$ cat src/rtl/convertidor_bin_bcd_pkg.sv
// Shared definitions for the sequential binary-to-BCD converter:
// FSM encoding, BCD limits and a digit saturation helper.
package convertidor_bin_bcd_pkg;

  typedef enum logic [1:0] {
    INACTIVO = 2'd0,
    CARGA    = 2'd1,
    DESPLAZA = 2'd2,
    LISTO    = 2'd3
  } estado_t;

  localparam int          ANCHO_DIGITO = 4;
  localparam int          NUM_NIBBLES  = 5;
  localparam logic [31:0] BCD_MAX      = 32'd9999;

  function automatic logic [ANCHO_DIGITO-1:0] digito_salida(
    input logic                    saturado,
    input logic [ANCHO_DIGITO-1:0] nibble
  );
    logic [ANCHO_DIGITO-1:0] resultado;
    if (saturado) begin
      resultado = 4'd9;
    end else begin
      resultado = nibble;
    end
    return resultado;
  endfunction

endpackage

$ cat src/rtl/convertidor_bin_bcd_ajuste.sv
// Add-3 correction for one BCD nibble, applied before each shift.
module ajuste_bcd_digito
  import convertidor_bin_bcd_pkg::*;
(
  input  logic [ANCHO_DIGITO-1:0] entrada,
  output logic [ANCHO_DIGITO-1:0] salida
);

  // Nibbles of 5 or more would exceed 9 after doubling, so pre-correct them.
  always_comb begin
    if (entrada >= 4'd5) begin
      salida = entrada + 4'd3;
    end else begin
      salida = entrada;
    end
  end

endmodule

$ cat src/rtl/convertidor_bin_bcd.sv
// Sequential shift-and-add-3 converter feeding the 7-segment encoder; conversions
// are started by inicio or by the refresh tick and the digits are held between them.
module convertidor_bin_bcd
  import convertidor_bin_bcd_pkg::*;
#(
  parameter int ANCHO            = 10,
  parameter int PERIODO_REFRESCO = 5_000_000
)(
  input  logic             clock,
  input  logic             reset,
  input  logic [7:0]       frecuencia,
  input  logic [ANCHO-1:0] corriente,
  input  logic             control,
  input  logic             inicio,
  output logic [3:0]       unidades,
  output logic [3:0]       decenas,
  output logic [3:0]       centenas,
  output logic [3:0]       millares,
  output logic             ocupado,
  output logic             listo,
  output logic             desborde
);

  localparam int ANCHO_BCD    = NUM_NIBBLES * ANCHO_DIGITO;
  localparam int ANCHO_ITER   = $clog2(ANCHO);
  localparam int ANCHO_CUENTA = $clog2(PERIODO_REFRESCO);
  localparam logic [ANCHO_ITER-1:0]   ITER_FIN   = ANCHO_ITER'(ANCHO - 1);
  localparam logic [ANCHO_CUENTA-1:0] CUENTA_FIN = ANCHO_CUENTA'(PERIODO_REFRESCO - 1);

  estado_t                 estado_r;
  logic [ANCHO_CUENTA-1:0] cuenta_r;
  logic [ANCHO_ITER-1:0]   iter_r;
  logic                    pendiente_r;
  logic [ANCHO_BCD-1:0]    bcd_r;
  logic [ANCHO-1:0]        bin_r;
  logic [ANCHO_BCD-1:0]    ajustado_s;
  logic [ANCHO_BCD-1:0]    bcd_final_s;
  logic [ANCHO-1:0]        operando_s;
  logic                    tick_s;
  logic                    solicitud_s;
  logic                    saturado_s;

  assign tick_s      = (cuenta_r == CUENTA_FIN);
  assign solicitud_s = inicio | tick_s;

  for (genvar i = 0; i < NUM_NIBBLES; i++) begin : g_ajuste
    ajuste_bcd_digito u_ajuste (
      .entrada (bcd_r[i*ANCHO_DIGITO +: ANCHO_DIGITO]),
      .salida  (ajustado_s[i*ANCHO_DIGITO +: ANCHO_DIGITO])
    );
  end

  // One double-dabble step: corrected accumulator shifted left, binary MSB enters bit 0.
  always_comb begin
    bcd_final_s = {ajustado_s[ANCHO_BCD-2:0], bin_r[ANCHO-1]};
    saturado_s  = ajustado_s[ANCHO_BCD-1] | (bcd_final_s[ANCHO_BCD-1:16] != 4'd0);
  end

  // Operand selection; frecuencia is zero-extended to the operand width.
  always_comb begin
    if (control) begin
      operando_s = ANCHO'(frecuencia);
    end else begin
      operando_s = corriente;
    end
  end

  // Free-running refresh counter producing the periodic conversion tick.
  always_ff @(posedge clock or posedge reset) begin
    if (reset) begin
      cuenta_r <= '0;
    end else if (tick_s) begin
      cuenta_r <= '0;
    end else begin
      cuenta_r <= cuenta_r + ANCHO_CUENTA'(1);
    end
  end

  // Conversion FSM with the 1-deep pending request and registered outputs.
  always_ff @(posedge clock or posedge reset) begin
    if (reset) begin
      estado_r    <= INACTIVO;
      pendiente_r <= 1'b0;
      iter_r      <= '0;
      bcd_r       <= '0;
      bin_r       <= '0;
      unidades    <= 4'd0;
      decenas     <= 4'd0;
      centenas    <= 4'd0;
      millares    <= 4'd0;
      ocupado     <= 1'b0;
      listo       <= 1'b0;
      desborde    <= 1'b0;
    end else begin
      listo <= 1'b0;
      // Requests during a conversion merge into one pending flag.
      if (solicitud_s) begin
        pendiente_r <= 1'b1;
      end
      case (estado_r)
        INACTIVO: begin
          if (pendiente_r || solicitud_s) begin
            estado_r    <= CARGA;
            ocupado     <= 1'b1;
            pendiente_r <= 1'b0;
          end
        end
        CARGA: begin
          bin_r    <= operando_s;
          bcd_r    <= '0;
          iter_r   <= '0;
          estado_r <= DESPLAZA;
        end
        DESPLAZA: begin
          {bcd_r, bin_r} <= {bcd_final_s, bin_r[ANCHO-2:0], 1'b0};
          iter_r         <= iter_r + ANCHO_ITER'(1);
          if (iter_r == ITER_FIN) begin
            estado_r <= LISTO;
            ocupado  <= 1'b0;
            listo    <= 1'b1;
            desborde <= saturado_s;
            unidades <= digito_salida(saturado_s, bcd_final_s[3:0]);
            decenas  <= digito_salida(saturado_s, bcd_final_s[7:4]);
            centenas <= digito_salida(saturado_s, bcd_final_s[11:8]);
            millares <= digito_salida(saturado_s, bcd_final_s[15:12]);
          end
        end
        LISTO: begin
          estado_r <= INACTIVO;
        end
        default: begin
          estado_r <= INACTIVO;
        end
      endcase
    end
  end

endmodule

$ cat config.mk
export PLATFORM = sky130hd
export DESIGN_NAME = convertidor_bin_bcd
export DESIGN_NICKNAME = d
export VERILOG_FILES = /design/src/rtl/convertidor_bin_bcd_pkg.sv /design/src/rtl/convertidor_bin_bcd_ajuste.sv /design/src/rtl/convertidor_bin_bcd.sv
export SDC_FILE = /design/constraint.sdc
export NUM_CORES = 1
export LEC_CHECK = 0
export BUFFER_PORTS_ARGS = -buffer_cell sky130_fd_sc_hd__buf_2
export CORE_UTILIZATION = 59
export DETAILED_ROUTE_END_ITERATION = 16
export PLACE_DENSITY = 0.8
export SLEW_MARGIN = 5
export SYNTH_ARGS = -nofsm -noshare
export SYNTH_HDL_FRONTEND = slang
export SYNTH_SLANG_ARGS = --single-unit
$ cat constraint.sdc
create_clock -name clock -period 2.55 [get_ports clock]
set_clock_uncertainty 0.05 [all_clocks]
set_input_delay 0.255 -clock clock [delete_from_list [all_inputs] [get_ports clock]]
set_output_delay 0.255 -clock clock [all_outputs]
set_load 0.005 [all_outputs]
==> impl_metrics.toml <==
[synth]
synth_seq_cells = 79
synth_area_leader_cell = "dfrtp_1"
yosysTopAreaCellShare = 0.488
synth_edf_count = 0
ys.warnings.count = 0
avgSynthCellArea_um2 = 10.2
ys_types = 58
synth.area.top_cells = "dfrtp_1 (49%), ha_1 (4.6%), xnor2_1 (3.7%), mux2_2 (3.6%), nand2_1 (3.1%)"
syn-cell-area_mm2 = 0.00406
async_flop_share = 1.00
yosysSeqAreaShare = 0.488
synth_fp_nets = 436
syn-instance-count = 399
synth_ff_type = "dfrtp_1"

[setup_path]
cp.required_ns = 2.71
r2r-start = "estado_r[0]"
cp-end-kind = "register"
timing.rr.end = "unidades[3]"
cp-endpoint = "unidades[3]"
reg2reg_slack_ns = 0.27
crit_chain = "inv_1, ha_1, inv_2, or2_1, inv_1, o2111a_1, a41oi_1"
reg2reg_depth = 7
slowest_delay_ns = 0.42
cp_common_cell = "inv_1"
crit_type = "reg2reg"
start_kind = "register"
cp-startpoint = "estado_r[0]"
slowest_stage = "o2111a_1"
cp_data_arrival_time_ns = 2.44
critPathMaxFanout = 12

[hold_path]
hold_class = "in2reg"
hold-path-cell-count = 3

[clock_tree]
cts_root_buf = "clkbuf_8"
clkLatencyLatePin_ns = 0.36
clkSlewWorstSetupHoldPaths_ns = 0.09
clk_path_buf_depth = 2
cts_tree = "done"
cts.sinks = 79
htree_levels = 3
cts_made_buffers = 9

[drt]
remaining_drc_errors = 0
post_drt_wl_per_cell_um = 15.9
first_pass_iters = 4
viasPerCell = 5.92
vias = 3096
antenna_left = 0
drt_iter0_drc = 141
wl_mm = 8.32

[floorplanning]
die-area_mm2 = 0.00721
start_util = 0.624
core_area_mm2 = 0.00649
die_w_um = 84.9
ios = 41
std_cell_rows = 29
die-height_um = 84.9

[timing]
finalSetupTns_ns = 0
finalCritPeriodShare = 0.895
timing.fmax_mhz = 438
finalHoldViolCount = 0
rsz0062_at_grt = "no"
setup_viol = 0
worst_slew_pin_slew_ns = 0.733
slew_headroom = 0.511
slew_viol_final = 0
min_period_ns = 2.28

[global_route]
grt_util_all_layers = 0.254
grt-ovfl-total = 0
antenna_found_initial = 0
grt_pass1_wl_mm = 14.2
grt_pass1_vias = 3016
grt_max_degree = 43

[placement]
place_inst = 506
dp_hpwl_mm = 5.87
routabilityCongestion = 0.802
io_buffers = 40
place_area_mm2 = 0.00432

[pwr]
powerDensity_mw_per_mm2 = 849
p_int_mw = 2.48
p_comb_frac = 0.323
pwr-share-seq = 0.426
leakage_nw = 1.98
p_switching_mw = 1.37
switching_share = 0.356
power_frac_clock = 0.251
vdd_drop_max_uv = 503

[final_layout]
diodes = 0
fin_cells = 523
drive_gt1_frac = 0.188
final_area_mm2 = 0.00453
n_fill_cell = 485
syn2layout_area_growth_pct = 11.8
layout.nets = 478

[flow_run]
maxCapViolCount = 0

[outcome]
outcome = "finished, final reports clean"
registers in the layout, summed over array words and instances, names as in the netlist:
name / count
iter_r: 4
millares: 4
listo: 1
bin_r: 10
unidades: 4
ocupado: 1
decenas: 4
pendiente_r: 1
desborde: 1
bcd_r: 20
centenas: 4
estado_r: 2
cuenta_r: 23
how the worst min path moves through the flow:
stage | from | endpoint | slack [ns]
final | corriente[9] | bin_r[9] | 0.15
after global placement | reset | cuenta_r[21] | 0.35
after detailed placement | reset | ocupado | 0.35
after CTS | corriente[9] | bin_r[9] | 0.14
after global routing | corriente[9] | bin_r[9] | 0.17
after floorplan | cuenta_r[22] | cuenta_r[22] | 0.38
metrics by stage:
step                setup slack [ns]  total power, mW   util  hold WS [ns]
floorplan                      0.222             2.51      -         0.381
global placement               0.366             2.83  0.665         0.348
CTS                            0.266             3.86  0.698         0.143
global route                  0.0752             4.09  0.698         0.167
finish                         0.269             3.85  0.698         0.154
detailed placement             0.262             2.90  0.665         0.349
worst max-delay path: cells and delay by family (launching register included):
family | cells | cell delay (ns)
buffers and inverters | 3 | 0.57
AOI/OAI and AO/OA | 2 | 0.57
DFF | 1 | 0.39
and+or+nand+nor | 1 | 0.37
adders and majority gates | 1 | 0.19
logic make-up (layout without fill, tap and decap cells):
| logic type | Yosys count | count (layout) | share of synthesized area |
|---|---|---|---|
| AOI/OAI and AO/OA | 97 | 97 | 0.159 |
| xor gates and xnor gates | 22 | 22 | 0.0475 |
| adders and majority gates | 15 | 15 | 0.0463 |
| buffers and inverters | 40 | 87 | 0.0423 |
| DFF | 79 | 79 | 0.488 |
| muxes | 23 | 23 | 0.0608 |
| and+or+nand+nor | 123 | 123 | 0.156 |
cell type report:
| class | instances | area [um^2] | share of cell area |
|---|---|---|---|
| inverters | 26 | 98.8 | 0.0218 |
| repair buffers | 45 | 253 | 0.0557 |
| well taps | 77 | 96.3 | 0.0212 |
| multi-input cells | 280 | 1910 | 0.421 |
| clock buffers | 9 | 124 | 0.0273 |
| flip-flops and latches | 79 | 1980 | 0.436 |
| clock inverters | 7 | 78.8 | 0.0174 |
power groups by stage:
stage	logic [mW]	clock network, mW	registers [mW]
finish	1.24	0.966	1.64
global route	1.39	1.03	1.67
CTS	1.25	0.971	1.64
detailed placement	1.23	0	1.66
global placement	1.18	0	1.65
floorplan	0.880	0	1.64
what timing repair did:
action / 4_1_cts / 5_1_grt
buffers inserted: 0 / 0
hold buffers: 1 / 0
endpoints found under the hold margin: 41 / 0
resized for setup: 0 / 0
layout by cell type (no fill, tap or decap), drive strengths merged, types with 5 or more instances in the layout:
cell / count
dfrtp: 79
buf: 44
nand2: 33
nor2: 28
inv: 28
a21oi: 21
o21ai: 18
o22ai: 18
xnor2: 17
nand3: 17
ha: 15
mux2: 13
o31ai: 11
mux2i: 10
clkbuf: 9
nor3b: 7
a31oi: 7
xor2: 5
routing by layer:
layer,routed length (um),share of wire,up-vias,GRT usage
met3,250,0.030,11,0.0379
met1,4000,0.48,1520,0.352
met4,149,0.018,0,0.116
li1,-,-,1506,-
met5,0,0,-,0
met2,3920,0.47,59,0.401
synth_stat cells, types with 2 or more instances:
cell	instances
xnor2_1	17
inv_1	25
o31ai_1	11
nand2_1	33
and3_1	4
nand2b_1	4
nor3b_1	7
mux2_2	13
a21oi_1	21
a31oi_1	7
or3_1	2
nor3_1	2
o22ai_1	18
nor4b_1	2
o211ai_1	3
clkbuf_1	8
or2_2	2
o21ai_0	18
nor2b_1	4
ha_1	15
nor2_1	27
buf_2	2
buf_6	2
nand3_1	16
xor2_1	5
a32o_1	3
mux2i_1	10
nor4_1	3
dfrtp_1	79
o21a_1	2
nand4_1	4
and2_1	4
Note: power is estimated with default switching activity, not from simulation.
